$ cat config.mk
export PLATFORM = sky130hd
export DESIGN_NAME = rc_cmd_parser
export DESIGN_NICKNAME = d
export VERILOG_FILES = /design/src/rtl/rc_cmd_parser.sv
export SDC_FILE = /design/constraint.sdc
export NUM_CORES = 1
export LEC_CHECK = 0
export ABC_AREA = 1
export ABC_CLOCK_PERIOD_IN_PS = 7670
export CAP_MARGIN = 20
export CORE_MARGIN = 1.5
export CORE_UTILIZATION = 55
export DETAILED_ROUTE_END_ITERATION = 12
export GPL_ROUTABILITY_DRIVEN = 0
export HOLD_SLACK_MARGIN = 0.15
export PLACE_DENSITY = 0.86
export SLEW_MARGIN = 10
export SYNTH_ARGS = -nofsm -noshare
export SYNTH_HDL_FRONTEND = slang
export SYNTH_SLANG_ARGS = --single-unit
$ cat constraint.sdc
create_clock -name clk -period 7.67 [get_ports clk]
set_input_delay 0.767 -clock clk [delete_from_list [all_inputs] [get_ports clk]]
set_output_delay 0.767 -clock clk [all_outputs]
set_load 0.005 [all_outputs]
$ cat src/rtl/rc_cmd_parser.sv
// ---------------------------------------------------------------------------
// rc_cmd_parser
//
// Frames fixed-length RC command packets from a UART byte stream, validates
// them by checksum and publishes clamped attitude/height targets to the PID
// stage. A link watchdog forces a level-attitude failsafe when good packets
// stop arriving.
//
// Packet (11 bytes): 0xAA 0x55 | pitch[15:8] pitch[7:0] | roll | yaw | height | CHK
//   CHK = sum of the 8 payload bytes, mod 256.
//
// Ports:
//   clk            in   system clock
//   reset          in   asynchronous, active-high reset
//   rx_valid       in   one-cycle strobe, rx_data valid
//   rx_data[7:0]   in   received byte
//   pitch_target   out  signed 0.01 deg, clamped to +/-ANGLE_LIMIT
//   roll_target    out  signed 0.01 deg, clamped to +/-ANGLE_LIMIT
//   yaw_target     out  signed yaw command, passed through
//   height_target  out  unsigned mm, passed through
//   target_valid   out  one-cycle pulse when targets update from a packet
//   link_lost      out  level, watchdog expired (1 out of reset)
//   good_cnt[7:0]  out  accepted packets, wraps
//   err_cnt[7:0]   out  rejected/aborted packets, saturates at 255
// ---------------------------------------------------------------------------
module rc_cmd_parser #(
    parameter int CLK_FREQ        = 50_000_000,
    parameter int LINK_TIMEOUT_MS = 100,
    parameter int BYTE_GAP_US     = 2000,
    parameter int ANGLE_LIMIT     = 3000
) (
    input  logic               clk,
    input  logic               reset,
    input  logic               rx_valid,
    input  logic [7:0]         rx_data,
    output logic signed [15:0] pitch_target,
    output logic signed [15:0] roll_target,
    output logic signed [15:0] yaw_target,
    output logic [15:0]        height_target,
    output logic               target_valid,
    output logic               link_lost,
    output logic [7:0]         good_cnt,
    output logic [7:0]         err_cnt
);

    // Terminal counts computed in 64 bits: CLK_FREQ * BYTE_GAP_US overflows 32.
    localparam longint LINK_CYCLES = longint'(CLK_FREQ) * LINK_TIMEOUT_MS / 1000;
    localparam longint GAP_CYCLES  = longint'(CLK_FREQ) * BYTE_GAP_US / 1_000_000;

    localparam int LINK_W = $clog2(LINK_CYCLES + 1);
    localparam int GAP_W  = $clog2(GAP_CYCLES + 1);

    localparam logic [LINK_W-1:0] LINK_TERM = LINK_W'(LINK_CYCLES);
    localparam logic [LINK_W-1:0] LINK_LAST = LINK_W'(LINK_CYCLES - 1);
    localparam logic [GAP_W-1:0]  GAP_LAST  = GAP_W'(GAP_CYCLES - 1);

    localparam logic signed [15:0] LIM = 16'(ANGLE_LIMIT);

    typedef enum logic [1:0] {
        HUNT0,
        HUNT1,
        PAYLOAD,
        CHECK
    } state_e;

    state_e             state_q, state_d;
    logic [2:0]         idx_q, idx_d;
    logic [7:0]         sum_q, sum_d;
    logic [7:0]         buf_q [8];
    logic [7:0]         buf_d [8];
    logic [GAP_W-1:0]   gap_cnt_q, gap_cnt_d;
    logic [LINK_W-1:0]  link_cnt_q, link_cnt_d;
    logic signed [15:0] pitch_q, pitch_d;
    logic signed [15:0] roll_q, roll_d;
    logic signed [15:0] yaw_q, yaw_d;
    logic [15:0]        height_q, height_d;
    logic               target_valid_q, target_valid_d;
    logic               link_lost_q, link_lost_d;
    logic [7:0]         good_cnt_q, good_cnt_d;
    logic [7:0]         err_cnt_q, err_cnt_d;

    logic commit;
    logic gap_abort;
    logic link_expire;

    function automatic logic signed [15:0] clamp_angle(input logic signed [15:0] v);
        if (v > LIM) begin
            return LIM;
        end else if (v < -LIM) begin
            return -LIM;
        end
        return v;
    endfunction

    always_comb begin
        // NOTE: every variable written here gets a default first, otherwise
        // paths that skip an assignment would infer a latch.
        state_d        = state_q;
        idx_d          = idx_q;
        sum_d          = sum_q;
        buf_d          = buf_q;
        gap_cnt_d      = gap_cnt_q;
        link_cnt_d     = link_cnt_q;
        pitch_d        = pitch_q;
        roll_d         = roll_q;
        yaw_d          = yaw_q;
        height_d       = height_q;
        target_valid_d = 1'b0;
        link_lost_d    = link_lost_q;
        good_cnt_d     = good_cnt_q;
        err_cnt_d      = err_cnt_q;
        commit         = 1'b0;
        gap_abort      = 1'b0;

        // Byte-gap timer: idle while hunting, restarted by every byte. A byte
        // on the terminal cycle wins over the abort.
        if (state_q == HUNT0 || rx_valid) begin
            gap_cnt_d = '0;
        end else if (gap_cnt_q == GAP_LAST) begin
            gap_abort = 1'b1;
            gap_cnt_d = '0;
        end else begin
            gap_cnt_d = gap_cnt_q + GAP_W'(1);
        end

        if (rx_valid) begin
            unique case (state_q)
                HUNT0: begin
                    if (rx_data == 8'hAA) state_d = HUNT1;
                end
                HUNT1: begin
                    if (rx_data == 8'h55) begin
                        state_d = PAYLOAD;
                        idx_d   = '0;
                        sum_d   = '0;
                    end else if (rx_data != 8'hAA) begin
                        state_d = HUNT0;
                    end
                end
                PAYLOAD: begin
                    buf_d[idx_q] = rx_data;
                    sum_d        = sum_q + rx_data;
                    idx_d        = idx_q + 3'd1;
                    if (idx_q == 3'd7) state_d = CHECK;
                end
                CHECK: begin
                    if (rx_data == sum_q) begin
                        commit = 1'b1;
                    end else if (err_cnt_q != 8'hFF) begin
                        err_cnt_d = err_cnt_q + 8'd1;
                    end
                    state_d = HUNT0;
                end
                default: state_d = HUNT0;
            endcase
        end else if (gap_abort) begin
            // Partial payload left in buf_q is simply overwritten by the next packet.
            state_d = HUNT0;
            if (err_cnt_q != 8'hFF) err_cnt_d = err_cnt_q + 8'd1;
        end

        // Link watchdog: saturates at the terminal count so it fires once.
        link_expire = !commit && (link_cnt_q == LINK_LAST);
        if (commit) begin
            link_cnt_d = '0;
        end else if (link_cnt_q != LINK_TERM) begin
            link_cnt_d = link_cnt_q + LINK_W'(1);
        end

        if (link_expire) begin
            link_lost_d = 1'b1;
            pitch_d     = '0;
            roll_d      = '0;
            yaw_d       = '0;
        end

        if (commit) begin
            pitch_d        = clamp_angle({buf_q[0], buf_q[1]});
            roll_d         = clamp_angle({buf_q[2], buf_q[3]});
            yaw_d          = {buf_q[4], buf_q[5]};
            height_d       = {buf_q[6], buf_q[7]};
            target_valid_d = 1'b1;
            good_cnt_d     = good_cnt_q + 8'd1;
            link_lost_d    = 1'b0;
        end
    end

    // NOTE: sequential state uses non-blocking assignments so every flop
    // samples the pre-edge value regardless of statement order.
    always_ff @(posedge clk or posedge reset) begin
        if (reset) begin
            state_q        <= HUNT0;
            idx_q          <= '0;
            sum_q          <= '0;
            // NOTE: the 8-byte payload buffer is small enough to reset as
            // flops; a real RAM would be left unreset.
            for (int i = 0; i < 8; i++) buf_q[i] <= '0;
            gap_cnt_q      <= '0;
            link_cnt_q     <= '0;
            pitch_q        <= '0;
            roll_q         <= '0;
            yaw_q          <= '0;
            height_q       <= '0;
            target_valid_q <= 1'b0;
            link_lost_q    <= 1'b1;
            good_cnt_q     <= '0;
            err_cnt_q      <= '0;
        end else begin
            state_q        <= state_d;
            idx_q          <= idx_d;
            sum_q          <= sum_d;
            buf_q          <= buf_d;
            gap_cnt_q      <= gap_cnt_d;
            link_cnt_q     <= link_cnt_d;
            pitch_q        <= pitch_d;
            roll_q         <= roll_d;
            yaw_q          <= yaw_d;
            height_q       <= height_d;
            target_valid_q <= target_valid_d;
            link_lost_q    <= link_lost_d;
            good_cnt_q     <= good_cnt_d;
            err_cnt_q      <= err_cnt_d;
        end
    end

    assign pitch_target  = pitch_q;
    assign roll_target   = roll_q;
    assign yaw_target    = yaw_q;
    assign height_target = height_q;
    assign target_valid  = target_valid_q;
    assign link_lost     = link_lost_q;
    assign good_cnt      = good_cnt_q;
    assign err_cnt       = err_cnt_q;

endmodule

==> results.md <==
* Result of the run: completed
* Count of endpoints failing hold in the final timing report at 0
* Die Footprint at 17800 um2
* Worst slack after detailed placement at 3650 ps
* Die height at 133 um
* Number of I/O pins at 93
* Detailed-routing iteration count for the pre-antenna-repair pass at 5
* Antenna violations before repair at 0
* Share of synthesized area occupied by flip-flops and latches at 53.4%
* # setup viols final at 0
* Count of vias placed by the detailed router at 8019
* Static Leak at 5.38 nW
* All-Layer GR Usage at 25.7%
* Proportion of power drawn by flip-flops and latches at 48.6%
* Cell Pwr Density at 249 nW/um2
* Final clock period utilization by the worst path at 47.4%
* Critical path endpoint category: flop
* DR DRC count at 0
* Placed cells at 1443
* Largest driver fanout on the critical path at 66
* Detailed-route wire length per cell at 14.8 um
* Number of distinct library cell variants in the gate-level netlist after synthesis at 35
* Critical Path AT at 3990 ps
* Critical path class: in -> reg
* Largest net degree at the start of global routing at 145
* Number of placement rows at 47
* Post-Route Skew at 10.5 ps
* DRT Wirelength at 21800 um
* Max IR drop VDD at 0.188 mV
* Pins over their slew limit at 0
* Starting DRC count in detailed routing at 641
* Classification of the worst-slack hold path: reg -> reg
* Synth Flop Type: sky130_fd_sc_hd__dfrtp_1
* Number of antenna diodes at 0
* Combinational share of power at 20.3%
* Relative max-transition margin at 34.1%
* Slowest-stage cell, CP: sky130_fd_sc_hd__clkdlybuf4s50_1
* Gate count after technology mapping at 1156
* Die W at 133 um
* Number of warnings issued by yosys at 0
* Clock tree from TritonCTS: done
* Count of H-tree levels built during CTS at 4
* Most common library cell in the layout ignoring fill and taps: sky130_fd_sc_hd__nand2_1
* Highest clock rate at 275 MHz
* Placeable core region at 16600 um2
* Number of gates resized after CTS at 0
* Number of post-CTS setup repair buffers at 0
* Count of placed standard cells in the final layout, fillers left out at 1475
* Number of antenna-violating nets in the routed design at 0
* Dpl hpwl at 15000 um
* Post-Synthesis Cell Area at 9340 um2
* Effective utilization at floorplan at 56.3%
* FFs w/ async S/R, synth at 100%
* Maximum buffer depth of the clock tree at 2
* Count of hold buffers inserted by post-cts repair at 0
* Element type at the critical path start: primary input
* Final worst path period need at 3640 ps
* Share of layout cells above drive strength 1 at 4.54%
* Total congestion overflow after global routing at 0
* Clk pwr share at 31.1%
* CTS sink count at 199
* Total negative slack for setup checks at 0 ps
* MaxCap Viol Count at 0
* Internal power at 1.85 mW
* CP Cell Sequence: clkdlybuf4s50_1 -> ha_1 -> inv_2 -> nand4_1 -> nor2_1 -> nand3_2 -> buf_4 -> nand2_1 -> inv_1 -> buf_4 -> nand2_1 -> o21ai_0
* Transition time of the tightest slew-check pin at 989 ps
* First-pass GRT wire length at 36400 um
* Buffer cell driving the clock tree root: sky130_fd_sc_hd__clkbuf_16
* Number of global-route vias before repair at 7693
* Clock-pin slew reported for the worst setup and hold paths after clock tree synthesis at 70 ps
* Fraction of power spent switching nets at 32.4%
* Number of CTS-inserted buffers at 17
* Final #Nets at 1268
* PortBufs at 92
* Average via count per standard cell at 5.44
* Setup slack of the critical path after layout at 4030 ps
* EDFF count, synth at 0
* Synthesized area divided by synthesized cell count at 8.08 um2
* Most used cells in the layout excluding fill and tap cells: sky130_fd_sc_hd__nand2_1 (368), sky130_fd_sc_hd__dfrtp_1 (198), sky130_fd_sc_hd__inv_1 (141)
* Critical Path RT at 8020 ps
* Clock network latency to the later pin of the worst-skew pair at 440 ps
* Net Sw Power at 0.889 mW
* Maximum single-stage delay on the critical path at 670 ps
* Nets in the synthesized netlist at 1182
* Unrepaired setup endpoints after global routing: no
* Area growth from synthesis to final layout at 17.9%
* Register bit count reported by yosys at 199
-- per-stage QoR --
stage,total power [mW],instance area [um2],hold WS [ps],util [%]
floorplan,1.73,9340,430,-
global placement,1.86,10400,447,63.0
detailed placement,1.89,10400,451,63.0
CTS,2.74,11000,460,66.4
global route,2.89,11000,473,66.4
finish,2.74,11000,465,66.4
-- layout make-up --
| class | instances | area [um2] |
|---|---|---|
| clock buffers | 20 | 467 |
| clock inverters | 12 | 90.1 |
| fillers | 1348 | 5580 |
| inverters | 146 | 556 |
| multi-input cells | 782 | 3690 |
| flip-flops and latches | 199 | 4980 |
| well taps | 220 | 275 |
| repair buffers | 96 | 951 |
-- critical path, delay by kind of cell --
family,cells,cell delay [ps]
compound gates,1,100
fa+ha+maj,1,570
simple gates,5,430
buf+inv,5,2080
-- synthesized netlist by cell type, types with 2 or more instances --
library cell / instances / share of area (%)
sky130_fd_sc_hd__nand3b_1: 3 / 0.24
sky130_fd_sc_hd__a21o_1: 2 / 0.16
sky130_fd_sc_hd__o21ai_1: 3 / 0.16
sky130_fd_sc_hd__a31oi_1: 2 / 0.13
sky130_fd_sc_hd__nand2b_1: 2 / 0.13
sky130_fd_sc_hd__nand2_1: 368 / 15
sky130_fd_sc_hd__nor2_1: 100 / 4.0
sky130_fd_sc_hd__nor3_1: 24 / 1.3
sky130_fd_sc_hd__clkbuf_1: 14 / 0.56
sky130_fd_sc_hd__xnor2_1: 6 / 0.56
sky130_fd_sc_hd__ha_1: 14 / 1.9
sky130_fd_sc_hd__o21ai_0: 99 / 5.3
sky130_fd_sc_hd__o21bai_1: 2 / 0.16
sky130_fd_sc_hd__xor2_1: 17 / 1.6
sky130_fd_sc_hd__nor2_2: 6 / 0.40
sky130_fd_sc_hd__nand3_1: 48 / 2.6
sky130_fd_sc_hd__o22ai_1: 4 / 0.27
sky130_fd_sc_hd__mux2_2: 5 / 0.60
sky130_fd_sc_hd__nor3b_1: 2 / 0.16
sky130_fd_sc_hd__buf_2: 14 / 0.75
sky130_fd_sc_hd__nor3_4: 2 / 0.35
sky130_fd_sc_hd__nor4_1: 3 / 0.20
sky130_fd_sc_hd__a21oi_1: 34 / 1.8
sky130_fd_sc_hd__dfrtp_1: 198 / 53
sky130_fd_sc_hd__inv_2: 3 / 0.12
sky130_fd_sc_hd__inv_1: 142 / 5.7
sky130_fd_sc_hd__nand4_1: 31 / 2.1
-- routing by layer --
layer / GRT usage (%) / share of wire [%] / vias to the layer above
met5: 0 / 0 / -
met4: 10.9 / 2.4 / 0
met3: 5.37 / 6.9 / 50
met2: 41.9 / 49 / 313
met1: 33.5 / 42 / 3811
li1: - / - / 3845
-- worst paths after layout --
path | startpoint | slack [ps] | cells past startpoint | end
max | rx_data[2] | 4030 | 12 | pitch_target[2]$_DFFE_PP0P_
min | link_cnt_q[22]$_DFFE_PP0P_ | 470 | 1 | link_cnt_q[22]$_DFFE_PP0P_
max reg2reg | sum_q[2]$_DFFE_PP0P_ | 4810 | 11 | pitch_target[2]$_DFFE_PP0P_
min reg2reg | link_cnt_q[22]$_DFFE_PP0P_ | 470 | 1 | link_cnt_q[22]$_DFFE_PP0P_
max in group asynchronous | reset | 5440 | 3 | pitch_target[8]$_DFFE_PP0P_
min in group asynchronous | reset | 920 | 2 | yaw_target[2]$_DFFE_PP0P_
-- power groups by stage --
stage,Combinational [mW],Sequential [mW],Clock (mW)
after floorplan,0.408,1.32,0
after global placement,0.521,1.34,0
after detailed placement,0.544,1.35,0
after CTS,0.555,1.33,0.859
after global routing,0.638,1.35,0.900
final,0.556,1.33,0.853
-- registers in the layout, summed over array words and instances, names as in the netlist --
register,cells
err_cnt,8
sum_q,8
height_target,16
link_lost,1
idx_q,3
buf_q,64
yaw_target,16
state_q,2
roll_target,16
pitch_target,16
gap_cnt_q,17
link_cnt_q,23
good_cnt,8
target_valid,1
-- logic make-up (layout without fill, tap and decap cells) --
group | Yosys count | after routing | share of synthesized area [%]
flip-flops | 199 | 199 | 53.4
AND/OR/NAND/NOR | 591 | 591 | 26.4
XOR/XNOR | 23 | 23 | 2.16
buffers and inverters | 175 | 274 | 7.22
multiplexers | 5 | 5 | 0.603
AO/OA/AOI/OAI | 148 | 148 | 8.20
adder cells (fa/ha/maj) | 15 | 15 | 2.09
(Power assumes the default switching activity.)
